[config.mk]
export PLATFORM = sky130hd
export DESIGN_NAME = trig_seq_monitor
export DESIGN_NICKNAME = d
export VERILOG_FILES = /design/src/rtl/trig_seq_monitor.sv
export SDC_FILE = /design/constraint.sdc
export NUM_CORES = 1
export LEC_CHECK = 0
export ABC_AREA = 1
export BUFFER_PORTS_ARGS = -buffer_cell sky130_fd_sc_hd__buf_4
export CAP_MARGIN = 20
export CORE_ASPECT_RATIO = 1.75
export CORE_MARGIN = 5
export CORE_UTILIZATION = 32
export DETAILED_ROUTE_END_ITERATION = 6
export SYNTH_ARGS = -nofsm -noshare
export SYNTH_HDL_FRONTEND = slang
export SYNTH_SLANG_ARGS = --single-unit
[constraint.sdc]
create_clock -name I1470 -period 1.65 [get_ports I1470]
set_input_delay 0.33 -clock I1470 [delete_from_list [all_inputs] [get_ports I1470]]
set_output_delay 0.33 -clock I1470 [all_outputs]
set_load 0.005 [all_outputs]
[src/rtl/trig_seq_monitor.sv]
// trig_seq_monitor: pipelined masked-pattern trigger detector with consecutive or
// cumulative match counting and a sticky alarm that snapshots the triggering vector.
module trig_seq_monitor #(
    parameter int WIDTH  = 6,
    parameter int DEPTH  = 2,
    parameter int CNT_W  = 4,
    parameter int THRESH = 5,
    parameter int MODE   = 0
) (
    input  logic             I1470,
    input  logic             I1477,
    input  logic [WIDTH-1:0] din,
    input  logic [WIDTH-1:0] pat,
    input  logic [WIDTH-1:0] mask,
    input  logic             en,
    input  logic             clr,
    output logic             match,
    output logic [CNT_W-1:0] cnt,
    output logic             alarm,
    output logic [WIDTH-1:0] snap
);
    logic [DEPTH-1:0][WIDTH-1:0] stage;
    logic [DEPTH-1:0]            enp;
    logic [WIDTH-1:0]            pipe_out;
    logic                        en_out;
    logic                        hit;
    logic                        set;
    logic [CNT_W-1:0]            cnt_inc;
    logic [CNT_W-1:0]            cnt_nxt;

    always_ff @(posedge I1470 or negedge I1477) begin
        if (!I1477) begin
            stage <= '0;
            enp   <= '0;
        end else begin
            stage[0] <= din;
            enp[0]   <= en;
            for (int i = 1; i < DEPTH; i++) begin
                stage[i] <= stage[i-1];
                enp[i]   <= enp[i-1];
            end
        end
    end

    assign pipe_out = stage[DEPTH-1];
    assign en_out   = enp[DEPTH-1];

    // pat/mask are applied live to the delayed vector, never realigned
    always_comb begin
        hit     = en_out && (((pipe_out ^ pat) & mask) == '0);
        cnt_inc = (&cnt) ? cnt : cnt + CNT_W'(1);
        cnt_nxt = hit ? cnt_inc : ((MODE == 1) ? cnt : '0);
        set     = !alarm && hit && (cnt == CNT_W'(THRESH - 1));
    end

    always_ff @(posedge I1470 or negedge I1477) begin
        if (!I1477) begin
            match <= 1'b0;
            cnt   <= '0;
            alarm <= 1'b0;
            snap  <= '0;
        end else if (clr) begin
            match <= 1'b0;
            cnt   <= '0;
            alarm <= 1'b0;
            snap  <= '0;
        end else begin
            match <= hit;
            cnt   <= cnt_nxt;
            if (set) begin
                alarm <= 1'b1;
                snap  <= pipe_out;
            end
        end
    end
endmodule

==> results.txt <==
----------------------------------------------------
[Power]
  Pwr Density ... 786 mW/mm²
  Maximum VDD drop ... 0.575 mV
  Leakage power ... 0.807 nW
  Total power ... 1.18 mW

[Min path]
  Hold Path Class ... in -> reg
  Worst Hold Endpoint ... enp[0]
  Hold Crit Start ... en
  Cell count of the worst hold path ... 1

[Critical path]
  Startpoint of the worst-slack reg-to-reg timing path ... cnt[0]
  Slack of the worst reg-to-reg path ... 0.13 ns
  Setup CP Type ... reg -> reg
  Critical path arrival ... 1.73 ns
  Endpoint of the worst register-to-register path ... snap[2]
  Worst EP required ... 1.86 ns
  Critical path endpoint category ... register
  Critical Path Fanout Max ... 4
  R2R depth ... 7
  Element type at the critical path start ... register

[Timing]
  Final count of negative-setup-slack endpoints ... 0
  Fmax ... 0.659 GHz
  Total count of hold-check failures in the final report ... 0
  Max-slew violations ... 0
  Setup clock skew after layout ... 0.00898 ns
  Measured slew at the worst slew-check pin ... 0.404 ns
  Worst slew margin relative to its limit ... 0.730
  Final cycle utilization of the critical path ... 0.920
  Final critical path time including I/O delays and setup ... 1.52 ns

[Synth]
  Portion of the post-synthesis area used by sequential elements ... 0.578
  Post-Syn Nets ... 138
  Cells after synthesis ... 114
  Mean instance size in the synthesized netlist ... 9.88 µm²
  Main area contributors after synthesis ... sky130_fd_sc_hd__dfrtp_1 58%, sky130_fd_sc_hd__nand2_1 8.3%, sky130_fd_sc_hd__nand3_1 4.4%
  Area of the mapped netlist ... 0.00113 mm²
  Number of synthesized register bits ... 26
  Synth warnings ... 0
  Synth cell types ... 21
  Top cell type by total area after synthesis ... sky130_fd_sc_hd__dfrtp_1
  Share of the synthesized area in the top cell type ... 0.578

[Detailed routing]
  Total detailed-routing wirelength ... 2.42 mm
  DR vias ... 895
  Iteration-0 DRC Markers ... 30
  Routed Antenna Nets ... 0
  Number of detailed-route iterations in the first pass ... 4
  Post-detailed-route DRC marker count ... 0
  Wire length per cell after detailed routing ... 12.2 µm
  Via/cell ratio ... 4.52

[Global routing]
  Initial antenna violation count ... 0
  Number of global-route vias before repair ... 912
  GRT Total Usage ... 0.114
  Largest net degree at the start of global routing ... 27
  Wire length of the first global-routing pass ... 3.91 mm
  Global-route congestion overflow total ... 0

[Clock tree]
  Largest buffer count on any clock path ... 2
  Number of buffers created by CTS ... 3
  CTS tree ... yes
  Clock edge transition at the registers on the reported setup and hold paths ... 0.09 ns
  CTS H-Tree Depth ... 1
  Number of clock sinks seen by CTS ... 26
  Root Buffer Master ... sky130_fd_sc_hd__clkbuf_8
  Number of gates given a new drive strength after cts ... 0
  Clock latency on the worst-skew pair ... 0.27 ns

[Run]
  Max cap viols ... 0

[Cells and area]
  Post-Layout Inst Area ... 0.00151 mm²
  Most common cell after layout, fill and taps aside ... sky130_fd_sc_hd__buf_4
  Leading cell types in the layout, fill and taps excluded ... 35 x sky130_fd_sc_hd__buf_4, 26 x sky130_fd_sc_hd__dfrtp_1, 25 x sky130_fd_sc_hd__nand2_1
  Net count, final ... 178
  Area overhead of the layout relative to synthesis ... 33.8%
  Share of layout cells above drive strength 1 ... 0.359
  Antenna cells ... 0

[Die]
  Core Area ... 0.00340 mm²
  Die outline area ... 0.00485 mm²
  Width of the chip ... 54.8 µm
  Die outline height ... 88.5 µm
  Site row count ... 28
  Ports ... 34
  Initial cell density of the core ... 0.331

[Placement]
  Area post-placement ... 0.00143 mm²
  Count of input and output buffers ... 33
  DP Wirelength ... 1.94 mm
  Placer Congestion ... 0.807

[Status]
  Outcome ... completed

----------------------------------------------------
==> registers in the layout, summed over array words and instances, names as in the netlist <==
name,count
cnt,4
snap,6
match,1
pipe_out,6
enp,2
alarm,1
stage,6
==> layer usage <==
metal	up-vias	GRT usage	wire length (µm)	share of wire
li1	438	-	-	-
met2	28	0.184	1330	0.55
met3	13	0.0202	134	0.055
met5	-	0	0	0
met1	416	0.123	809	0.33
met4	0	0.0930	143	0.059
==> cell type report <==
| cell class | instances | area, µm² |
|---|---|---|
| inverters | 15 | 56.3 |
| well taps | 45 | 56.3 |
| multi-input cells | 72 | 415 |
| flip-flops and latches | 26 | 651 |
| repair buffers | 36 | 273 |
| fillers | 352 | 1890 |
| clock buffers | 4 | 55.1 |
==> critical path, cell delays in order, from the launching register on <==
cell                      delay (ns)
sky130_fd_sc_hd__dfrtp_1        0.40
sky130_fd_sc_hd__inv_1          0.12
sky130_fd_sc_hd__ha_1           0.17
sky130_fd_sc_hd__nand2_1        0.09
sky130_fd_sc_hd__nor3_4         0.29
sky130_fd_sc_hd__buf_4          0.18
sky130_fd_sc_hd__nand4_1        0.13
sky130_fd_sc_hd__nand2_1        0.09
==> cell usage after synthesis <==
library cell and instances:
sky130_fd_sc_hd__nand3_1 10, sky130_fd_sc_hd__buf_1 1, sky130_fd_sc_hd__xor2_1 1, sky130_fd_sc_hd__nor3_4 1
sky130_fd_sc_hd__nand2_4 1, sky130_fd_sc_hd__inv_2 2, sky130_fd_sc_hd__nand2_1 25, sky130_fd_sc_hd__nand3_4 1
sky130_fd_sc_hd__nor2_8 1, sky130_fd_sc_hd__nor3_1 1, sky130_fd_sc_hd__o21ai_0 2, sky130_fd_sc_hd__ha_1 2
sky130_fd_sc_hd__inv_1 13, sky130_fd_sc_hd__nor2_1 11, sky130_fd_sc_hd__nor2_2 4, sky130_fd_sc_hd__nand2_2 1
sky130_fd_sc_hd__nor3_2 1, sky130_fd_sc_hd__dfrtp_1 26, sky130_fd_sc_hd__nand4_1 6, sky130_fd_sc_hd__a21oi_2 2
sky130_fd_sc_hd__nand3_2 2
==> cell families (layout without fill, tap and decap cells) <==
kind of cell | count (synthesis) | after routing | share of synthesized area
buffers and inverters | 16 | 55 | 0.0533
AOI/OAI and AO/OA | 4 | 4 | 0.0244
DFF | 26 | 26 | 0.578
adders and majority gates | 2 | 2 | 0.0222
and+or+nand+nor | 65 | 65 | 0.314
xor gates and xnor gates | 1 | 1 | 0.00778
==> power by group <==
part	total [mW]	internal, mW	switching [mW]
logic	0.118	0.0541	0.0636
clock network	0.400	0.213	0.187
registers	0.666	0.655	0.0107
==> repair_timing <==
action / in CTS / in global routing
setup buffers: 0 / 2
hold buffers: 1 / 0
hold endpoints to repair: 26 / 0
endpoints found under the setup margin: 0 / 2
==> how the worst max path moves through the flow <==
stage          endpoint  depth (start not counted)   start  slack [ns]
2_1_floorplan   snap[1]                          7  cnt[0]        0.32
3_3_place_gp    snap[3]                          7  cnt[0]        0.27
3_5_place_dp    snap[4]                          7  cnt[0]        0.17
4_1_cts         snap[4]                          7  cnt[0]        0.15
5_1_grt         snap[4]                          7  cnt[0]       -0.03
6_report        snap[2]                          7  cnt[0]        0.13
==> per-stage QoR <==
| stage | cells | TNS [ns] | setup slack [ns] | utilization | hold slack, ns |
|---|---|---|---|---|---|
| after floorplan | 114 | 0 | 0.324 | - | 0.0344 |
| after detailed placement | 191 | 0 | 0.166 | 0.420 | 0.253 |
| after global placement | 191 | 0 | 0.269 | 0.420 | 0.248 |
| after global routing | 198 | -0.0330 | -0.0266 | 0.443 | 0.152 |
| final | 198 | 0 | 0.132 | 0.443 | 0.169 |
| after CTS | 196 | 0 | 0.149 | 0.439 | 0.161 |
Note: power is estimated with default switching activity, not from simulation.
